**src/rtl/conv1_frame_seq.sv**
```systemverilog
// conv1_frame_seq: replays a 28x28 frame through conv1 once per output channel and captures outputs to the feature-map RAM
module conv1_frame_seq #(
  parameter int IMG_W     = 28,
  parameter int KERNEL_W  = 5,
  parameter int NUM_CH    = 6,
  parameter int FLUSH_CYC = 4,
  parameter int IMG_AW    = 10,
  parameter int FM_AW     = 12
) (
  input  logic              clk,
  input  logic              rst_n,
  input  logic              start,
  input  logic              abort,
  output logic              busy,
  output logic              done,
  output logic              err,
  output logic              img_rd_en,
  output logic [IMG_AW-1:0] img_rd_addr,
  input  logic [7:0]        img_rd_data,
  output logic              dp_clr,
  output logic [7:0]        conv_din,
  output logic              conv_din_vld,
  output logic              conv_img_en,
  output logic [2:0]        conv_ch_sel,
  input  logic              conv_dout_vld,
  output logic              fm_wr_en,
  output logic [FM_AW-1:0]  fm_wr_addr
);
  localparam int OUT_W = IMG_W - KERNEL_W + 1;
  localparam int OUT_N = OUT_W * OUT_W;
  localparam int PIX_N = IMG_W * IMG_W;
  typedef enum logic [2:0] {IDLE, CLR, STREAM, FLUSH, CHK, DONE} state_t;
  state_t state, nxt;
  logic [IMG_AW-1:0] pix_cnt;
  logic [FM_AW-1:0] out_cnt;
  logic [2:0] ch;
  logic abort_q, cap, ovf;
  assign cap = conv_dout_vld && (state == STREAM || state == FLUSH || state == CHK);
  assign ovf = out_cnt == FM_AW'(OUT_N);
  assign busy = state == CLR || state == STREAM || state == FLUSH || state == CHK;
  assign done = state == DONE;
  assign img_rd_en = state == STREAM;
  assign img_rd_addr = pix_cnt;
  assign dp_clr = state == CLR || abort_q;
  assign conv_ch_sel = ch;
  assign fm_wr_en = cap && !ovf;
  assign fm_wr_addr = FM_AW'(ch) * FM_AW'(OUT_N) + out_cnt;
  always_comb begin
    nxt = state;
    case (state)
      IDLE:    nxt = start && !abort ? CLR : IDLE;
      CLR:     nxt = STREAM;
      STREAM:  nxt = pix_cnt == IMG_AW'(PIX_N - 1) ? FLUSH : STREAM;
      FLUSH:   nxt = pix_cnt == IMG_AW'(FLUSH_CYC - 1) ? CHK : FLUSH;
      CHK:     nxt = ch == 3'(NUM_CH - 1) ? DONE : CLR;
      default: nxt = IDLE;
    endcase
    if (abort && state != IDLE) nxt = IDLE;
  end
  always_ff @(posedge clk or negedge rst_n) begin
    if (!rst_n) begin
      state        <= IDLE;
      pix_cnt      <= '0;
      out_cnt      <= '0;
      ch           <= '0;
      err          <= 1'b0;
      abort_q      <= 1'b0;
      conv_din     <= '0;
      conv_din_vld <= 1'b0;
      conv_img_en  <= 1'b0;
    end else begin
      state        <= nxt;
      abort_q      <= abort && state != IDLE;
      conv_din     <= img_rd_data;
      conv_din_vld <= img_rd_en && !abort;
      conv_img_en  <= img_rd_en && !abort;
      if (state == IDLE && nxt == CLR) begin
        err <= 1'b0;
        ch  <= '0;
      end
      if (state == CLR) begin
        pix_cnt <= '0;
        out_cnt <= '0;
      end else if (state == STREAM) begin
        pix_cnt <= nxt == FLUSH ? '0 : pix_cnt + 1'b1;
      end else if (state == FLUSH) begin
        pix_cnt <= pix_cnt + 1'b1;
      end
      if (cap && !ovf) out_cnt <= out_cnt + 1'b1;
      if ((cap && ovf) || (state == CHK && !ovf)) err <= 1'b1;
      if (state == CHK && nxt == CLR) ch <= ch + 3'd1;
    end
  end
endmodule
```
**config.mk**
```make
export PLATFORM = sky130hd
export DESIGN_NAME = conv1_frame_seq
export DESIGN_NICKNAME = d
export VERILOG_FILES = /design/src/rtl/conv1_frame_seq.sv
export SDC_FILE = /design/constraint.sdc
export NUM_CORES = 1
export LEC_CHECK = 0
export CORE_ASPECT_RATIO = 1.2
export CORE_UTILIZATION = 55
export DETAILED_ROUTE_END_ITERATION = 6
export DONT_BUFFER_PORTS = 1
export HOLD_SLACK_MARGIN = 0.08
export PLACE_DENSITY_LB_ADDON = 0.15
export SYNTH_ARGS = -nofsm -noshare
export SYNTH_HDL_FRONTEND = slang
export SYNTH_SLANG_ARGS = --single-unit
```
**constraint.sdc**
```tcl
create_clock -name clk -period 2.1 [get_ports clk]
set_clock_uncertainty 0.15 [all_clocks]
set_input_delay 0.42 -clock clk [delete_from_list [all_inputs] [get_ports clk]]
set_output_delay 0.42 -clock clk [all_outputs]
set_load 0.02 [all_outputs]
```
# Word-level counts from Yosys, hierarchy flattened

Index checks and enable logic that the tools add are counted.

Flip-flop bits (word level): 39
Bits in latches: 0
Bits in writable memories: 0
ROM bits: 0
Input port bits: 13
Output and inout port bits: 41
Word-level logic and storage cells: 64
Memories kept: 0

Add/sub/neg operators: 4
Multipliers: 1
Divide/modulo/power cells: 0
Order comparisons: 0
Equal/unequal tests: 11
Shift operators: 0
Mux-type cells: 16
Bitwise operators: 0
Reductions and logical operators: 24

Operator list:

| operator              | number |
|---|---|
| $mux 10               | 4 |
| $mux 12               | 2 |
| $mux 3                | 5 |
| $pmux 3 s5            | 1 |
| $add 12x1->12 const B | 1 |
| $add 12x12->12        | 1 |
| $eq 12x10->1 const B  | 1 |
| $add 10x1->10 const B | 1 |
| $eq 10x10->1 const B  | 1 |
| $eq 10x2->1 const B   | 1 |
| $eq 3x2->1 const B    | 3 |
| $eq 3x3->1 const B    | 3 |
| $logic_and 1x1->1     | 9 |
| $logic_or 1x1->1      | 7 |
| $eq 3x1->1 const B    | 2 |
| $mul 3x4->6 const B   | 1 |
| $reduce_bool 2->1     | 3 |
| $reduce_bool 3->1     | 2 |
| $mux 1                | 4 |
| $add 3x1->3 const B   | 1 |
| $logic_not 3->1       | 1 |
| $logic_not 1->1       | 2 |

# Logic depth before layout (Yosys ltp)

Gate-level depths: netlist (run 1).

Depth in word-level cells: 9
Mapped depth: 7

# Least setup slack after synthesis (run 1)

OpenSTA, ideal clock, no wires.

Kind: register to output
Start point: register ch[1] (netlist: conv_ch_sel[1])
End point: output port fm_wr_addr[11]
Data arrival time: 1829 ps
Required time: 1530 ps
Path slack: -299 ps
Cell stages (with the launch flop): 6
Buffers on the path: 0
Cells stage by stage: dfrtp_1 -> ha_1 -> a21o_1 -> a21o_1 -> and4_1 -> nor3_1

Word-level cells in the longest chain between the ends: 2

Ends and longest elaborated chain:

| item                   | line | source |
|---|---|---|
| from (decl)            | 36   | `logic [2:0] ch;` |
| from (signal assigned) | 91   | `if (state == CHK && nxt == CLR) ch <= ch + 3'd1;` |
| $mul 3x4->6            | 47   | `assign fm_wr_addr = FM_AW'(ch) * FM_AW'(OUT_N) + out_cnt;` |
| $add 12x12->12         | 47   |  |
| to (decl)              | 27   | `output logic [FM_AW-1:0] fm_wr_addr` |

No other way between the ends.

# Worst setup path after layout (run 1)

Start point: register out_cnt[7]
End point: output port fm_wr_addr[11]

Word-level cells in the longest chain between the ends: 1

Ends and longest elaborated chain:

| item                   | line | source |
|---|---|---|
| from (decl)            | 35   | `logic [FM_AW-1:0] out_cnt;` |
| from (signal assigned) | 89   | `if (cap && !ovf) out_cnt <= out_cnt + 1'b1;` |
| $add 12x12->12         | 47   |  |

No other way between the ends.

==> summary.txt, run 1 <==
Timing
  – Worst setup margin: -0.287 ns
  – Final min period: roughly 2.4 ns
  – Slew Limit Headroom: between 60 and 70%
  – Final period utilization: 114%
  – Final-report hold violation count: 0
  – Minimum hold slack: 0.120 ns
  – Final setup fails: 5
  – Max Fclk: between 0.4 and 0.5 GHz
  – Setup TNS: -1.02 ns
  – Slew of the pin with the lowest slew margin: approximately 0.53 ns
  – Slew Viols, Final: 0
  – Unrepaired setup endpoints after global routing: yes

GRT
  – Total track usage: about 29%
  – Antenna violations before repair: 0
  – Number of global-route vias before repair: 2,031
  – Largest net degree at the start of global routing: 40
  – Grt ovf: 0
  – First-pass GRT wire length: between 9000 and 10,000 um

Routing
  – Detailed-route via count: a little over 2,000
  – Routed WL: 6120 um
  – 1st-iter DRT viols: about 140
  – Vias per inst: between 6 and 7
  – Post-route ant nets: 0
  – Routed len/inst: 18.1 um
  – Drt drc: 0
  – DRT Pass-1 Iters: 4

Die
  – Die width: 60.7 um
  – Ports: 54
  – CORE AREA: a little under 0.004 mm2
  – Starting Density: between 50% and 60%
  – Row count: 25
  – Die area: 0.00439 mm2
  – Die height: 72.4 um

CTS
  – TritonCTS clock tree: done
  – CTS buffer count: 5
  – CTS H-tree depth: 2
  – Skew-Pair Late Insertion Delay: 0.30 ns
  – CTS Sinks: 39
  – Clock root cell: clkbuf_8
  – Clock transition at the registers of the reported paths: 0.08 ns
  – Clk buf depth: 2

Worst setup path
  – Reg2reg path depth: 5
  – CP Capture Type: output port
  – CP required: between 1.5 and 2 ns
  – Max FO, Critical Path: 3
  – FF-to-FF End: out_cnt[10]$_DFFE_PN0P_
  – Worst Setup SP: out_cnt[7]$_DFFE_PN0P_
  – CP peak stage delay: 0.43 ns
  – Critical Path AT: roughly 1.8 ns
  – Cell mode on critical path: a21o_1
  – Critical path class: register to output port
  – Slowest-stage cell, CP: dfrtp_1
  – Worst path cell trace: ha_4 -> a21o_1 -> a21o_1 -> a2111oi_4 -> nor3_4
  – Worst reg2reg path startpoint: out_cnt[0]$_DFFE_PN0P_
  – Crit path launch type: register
  – R2R setup slack: ~0.04 ns

Placed design
  – Port bufs: 0
  – DP HPWL: 4010 um
  – Routability cong.: slightly above 0.8
  – Placed insts: roughly 310
  – Setup slack at placement: -0.0611 ns

Yosys
  – Post-synth ARST share: 100%
  – Sequential element share of the synthesized area: between 40% and 50%
  – Ys flop type: dfrtp_1
  – Syn avg cell area: 9.70 um2
  – Synthesized flop and latch total: 39
  – EDFF count, synth: 0
  – Post-synthesis cell area: approximately 0.0023 mm2
  – Syn Nets: ~260
  – Post-Syn Instances: ~230
  – Yosys warns: 0
  – Yosys cell types: 51

Run status
  – Failing checks: setup timing
  – Status: complete, but fails checks

Cells and area
  – Post-route insts no fill: about 340
  – Final core utilization: roughly 78%
  – Final nets: just over 300
  – Layout cells sized above 1: about a third
  – Antenna cells: 0
  – Area growth syn-to-layout: 34.5%

Power
  – Power Density: about 650 mW/mm2
  – Cell leakage power: ~0.0014 uW
  – Peak supply drop: about 0.00056 V

Run
  – Max-capacitance violation count: 0

Worst hold path
  – Hold Path Origin: abort
  – Hold endpoint: abort_q$_DFF_PN0_
  – WHS Path Cells: 2
  – Worst hold path type: primary input to register
==> metal layers <==
metal	routed length [um]	part of all wire (%)	track usage, %
met1	2230	36	32.2
met3	299	4.9	5.88
met2	3380	55	50.7
met5	0	0	0
met4	208	3.4	16.7
==> state kept, by name, indices dropped and copies added (netlist names) <==
signal	cells
out_cnt	12
img_rd_addr	10
conv_din	8
conv_ch_sel	3
state	3
abort_q	1
conv_img_en	1
err	1
==> cell usage in the layout, fill, tap and decap left out, types with 4 or more instances in the layout <==
master	n
nor3_1	4
nor2_1	6
dlygate4sd3_1	10
mux2i_1	7
ha_4	4
ha_1	5
nand2_1	22
clkbuf_8	5
inv_1	13
nor4_1	4
buf_4	44
nand3_1	12
inv_2	5
o22ai_1	5
dfrtp_1	36
o21ai_0	5
a21o_1	7
a21oi_1	9
==> layout make-up <==
cell class	instances	area (um2)
Multi-Input combinational cell	161	1330
Sequential cell	39	980
Fill cell	279	886
Timing Repair Buffer	57	473
Clock buffer	5	68.8
Clock inverter	3	67.6
Inverter	18	67.6
Tap cell	54	67.6
==> repair_timing <==
item / 4_1_cts / 5_1_grt
hold buffers: 11 / 0
gates resized for setup: 18 / 17
setup endpoints to repair: 9 / 13
setup buffers: 2 / 6
pin swaps: 9 / 11
endpoints found under the hold margin: 51 / 0
gates cloned: 0 / 0
==> cell usage after synthesis, types with 2 or more instances <==
cell type	n	area share, %
dfrtp_1	39	43
nand2_1	22	3.6
inv_1	18	3.0
nand3_1	14	3.1
a21oi_1	11	2.4
ha_1	10	5.5
a21o_1	7	2.3
buf_4	7	2.3
mux2i_1	7	3.1
nor2_1	7	1.2
o21ai_0	6	1.3
nor3_1	5	1.1
nor4_1	5	1.4
o22ai_1	5	1.4
and4_1	4	1.5
buf_2	4	0.88
clkbuf_1	4	0.66
o31ai_1	4	1.3
xnor2_1	4	1.5
a211oi_1	3	0.99
and2_1	3	0.83
and3_1	3	0.83
nand4_1	3	0.83
nor3b_1	3	0.99
or3_1	3	0.83
or4_1	3	0.99
xor2_1	3	1.2
a221o_1	2	0.88
nand2b_1	2	0.55
nor4b_1	2	0.77
==> through the flow <==
step           power, uW  cell area (um2)
5_1_grt             2050             3060
4_1_cts             1940             2960
3_3_place_gp        1140             2600
2_1_floorplan       1070             2330
3_5_place_dp        1150             2600
6_report            1980             3060
==> worst max-delay path: cells and delay by family, from the launching register on <==
| family | cells | cell delay [ns] |
|---|---|---|
| adder cells (fa/ha/maj) | 1 | 0.26 |
| AND/OR/NAND/NOR | 1 | 0.11 |
| AO/OA/AOI/OAI | 3 | 0.72 |
| flip-flops | 1 | 0.43 |
==> power by group <==
part	leakage [uW]	internal, uW	switching [uW]
Clock	0.0000644	474	280
Combinational	0.000834	163	212
Sequential	0.000516	794	54.5
Total	0.00141	1430	546
==> kinds of logic (layout without fill, tap and decap cells) <==
family,after synthesis,after routing,synth area share [%]
and+or+nand+nor,86,86,21.1
buffers and inverters,34,83,7.33
DFF,39,39,43.0
xor gates and xnor gates,7,7,2.70
adders and majority gates,11,11,6.39
AOI/OAI and AO/OA,49,49,15.9
muxes,8,8,3.58
==> worst max path at each step <==
stage                           to  slack, ns  cells past startpoint
global placement    fm_wr_addr[11]       0.01                      5
global route        fm_wr_addr[11]      -0.33                      5
finish              fm_wr_addr[11]      -0.29                      5
CTS                 fm_wr_addr[11]      -0.33                      5
detailed placement  fm_wr_addr[11]      -0.06                      5
floorplan           fm_wr_addr[11]      -0.04                      5
No activity file was read; power rests on OpenSTA's default activity.
==> run 2, diff against run 1 <==
--- a/config.mk
+++ b/config.mk
@@ -5,7 +5,6 @@
 export SDC_FILE = /design/constraint.sdc
 export NUM_CORES = 1
 export LEC_CHECK = 0
-export CORE_ASPECT_RATIO = 1.2
 export CORE_UTILIZATION = 55
 export DETAILED_ROUTE_END_ITERATION = 6
 export DONT_BUFFER_PORTS = 1
==> run 2 against run 1 <==
Compared with the run above: the flow still finishes with violations (setup timing); hold slack improved by 0.014 ns; via count decreased by 5.1%; die area about the same; fmax increased by 0.19%; critical path type unchanged; largest cell class unchanged; largest power group unchanged.
==> summary.txt, run 2 (synthesis results as in run 1) <==
Run status
  – Failing checks: setup timing
  – Status: complete, but fails checks

Routing
  – Post-route ant nets: 0 (unchanged)
  – 1st-iter DRT viols: 104 (-24%)
  – Detailed-route via count: 1,971 (-5.1%)
  – DRT Pass-1 Iters: 4 (unchanged)
  – Routed WL: 5870 um (-4.1%)
  – Routed len/inst: 17.6 um (-2.9%)
  – Vias per inst: 5.92 (-4.0%)
  – Drt drc: 0 (unchanged)

Worst setup path
  – Critical path class: register to output port
  – Worst path cell trace: ha_4 -> a21o_1 -> a21o_1 -> a2111oi_4 -> nor3_4
  – Crit path launch type: register
  – Buffers & Inverters on Critical Path: 0 (unchanged)
  – CP required: 1.53 ns (about the same)
  – CP peak stage delay: 0.44 ns (about the same)
  – Critical Path AT: 1.81 ns (about the same)
  – Slowest-stage cell, CP: dfrtp_1
  – Max FO, Critical Path: 3 (unchanged)
  – CP Capture Type: output port
  – Cell mode on critical path: a21o_1
  – CP top delay family: compound AO/OA/AOI/OAI gates

Die
  – Die area: 0.00439 mm2 (about the same)
  – Starting Density: 59.8% (+2.2 points)
  – Die width: 66.3 um (+9.2%)
  – Ports: 54 (unchanged)
  – Row count: 22 (-12%)
  – Die height: 66.3 um (-8.5%)
  – CORE AREA: 0.00380 mm2 (-3.6%)

Cells and area
  – Most flop-heavy register: out_cnt
  – Most frequent cells in the layout: buf_4 (47), dfrtp_1 (37), nand2_1 (22)
  – Area growth syn-to-layout: 32.3%
  – Layout cells sized above 1: 32.6% (-1.3 points)
  – Fill cells: 239 (-14%)
  – Most common cell after layout, fill and taps aside: buf_4
  – Final core utilization: 79.1% (+1.6 points)
  – Final nets: 308 (+0.65%)
  – Largest register FFs: 12 (unchanged)
  – Design area: 0.00300 mm2 (-1.7%)
  – Antenna cells: 0 (unchanged)

GRT
  – Total track usage: 29.3% (+0.098 points)
  – Grt ovf: 0 (unchanged)
  – Number of global-route vias before repair: 2,001 (-1.5%)
  – Antenna violations before repair: 0 (unchanged)
  – Largest net degree at the start of global routing: 40 (unchanged)
  – First-pass GRT wire length: 9560 um (+2.1%)

CTS
  – CTS Sinks: 39 (unchanged)
  – Clock root cell: clkbuf_8
  – TritonCTS clock tree: done
  – Skew-Pair Late Insertion Delay: 0.30 ns (about the same)
  – Clock transition at the registers of the reported paths: 0.08 ns (about the same)
  – CTS H-tree depth: 2 (unchanged)
  – Clk buf depth: 2 (unchanged)
  – CTS buffer count: 5 (unchanged)

Run
  – Max-capacitance violation count: 0 (unchanged)

Timing
  – Unrepaired setup endpoints after global routing: yes
  – Max Fclk: 0.420 GHz (+0.19%)
  – Minimum hold slack: 0.134 ns (+0.0142 ns)
  – Final-report hold violation count: 0 (unchanged)
  – Final period utilization: 113% (-0.22 points)
  – Worst setup margin: -0.282 ns (+0.00455 ns)
  – Slew Viols, Final: 0 (unchanged)
  – Final min period: 2.38 ns (-0.00455 ns)
  – Slew Limit Headroom: 69.5% (+5.0 points)
  – Final setup fails: 5 (unchanged)
  – Slew of the pin with the lowest slew margin: 0.458 ns (-0.0716 ns)

Power
  – Power Density: 626 mW/mm2 (-3.2%)
  – Cell leakage power: 0.00140 uW (-1.2%)
  – Peak supply drop: 0.000499 V (-11%)

Placed design
  – Area after DPL: 0.00259 mm2 (-0.29%)
  – Routability cong.: 0.856 (+4.9%)
  – DP HPWL: 4000 um (-0.18%)
  – Port bufs: 0 (unchanged)

Worst hold path
  – Worst hold path type: primary input to register
-- run 2: stage by stage --
step	cells	power, uW	worst slack [ns]	TNS (ns)
after global routing	333	1960	-0.350	-1.45
final	333	1880	-0.282	-1.04
after floorplan	234	1070	-0.0384	-0.0384
after detailed placement	307	1160	-0.0792	-0.122
after CTS	329	1860	-0.314	-1.08
after global placement	307	1150	-0.00551	-0.00551
-- run 2: where the power goes --
part | total [uW] | leakage [uW] | internal (uW) | switching, uW
Clock | 651 | 0.0000587 | 360 | 291
Combinational | 384 | 0.000822 | 166 | 218
Sequential | 846 | 0.000517 | 793 | 52.8
-- run 2: path summary, 6_finish.rpt --
kind                                         from                          to  slack, ns  cells past startpoint
hold reg to reg            out_cnt[9]$_DFFE_PN0P_      out_cnt[9]$_DFFE_PN0P_       0.42                      1
setup reg to reg           out_cnt[6]$_DFFE_PN0P_     out_cnt[10]$_DFFE_PN0P_       0.06                      7
setup / recovery           out_cnt[7]$_DFFE_PN0P_              fm_wr_addr[11]      -0.28                      5
min in group asynchronous                   rst_n  img_rd_addr[3]$_DFFE_PN0P_       0.43                      2
max in group asynchronous                   rst_n  conv_ch_sel[0]$_DFFE_PN0P_       1.16                      2
hold / removal                              abort           abort_q$_DFF_PN0_       0.13                      2
-- run 2: what timing repair did --
action	CTS	global route
hold buffers	11	0
gates resized for setup	13	14
endpoints found under the setup margin	6	9
pin swaps	10	8
endpoints found under the hold margin	51	0
setup buffers	3	6
-- run 2: layer usage --
layer  part of all wire [%]  track usage (%)  vias up  routed length (um)
met5                      0                0        -                   0
met4                   0.94             11.4        0                  55
met3                    7.2             5.86        6                 420
met2                     50             50.6       79                2940
met1                     42             35.5      946                2450
li1                       -                -      940                   -
-- run 2: area by class of cell --
| class | count | area, um2 | area share, % |
|---|---|---|---|
| clock buffers | 5 | 68.8 | 2.29 |
| inverters | 18 | 67.6 | 2.25 |
| repair buffers | 59 | 484 | 16.1 |
| clock inverters | 3 | 47.5 | 1.58 |
| well taps | 48 | 60.1 | 2.00 |
| multi-input cells | 161 | 1300 | 43.2 |
| flip-flops and latches | 39 | 978 | 32.6 |
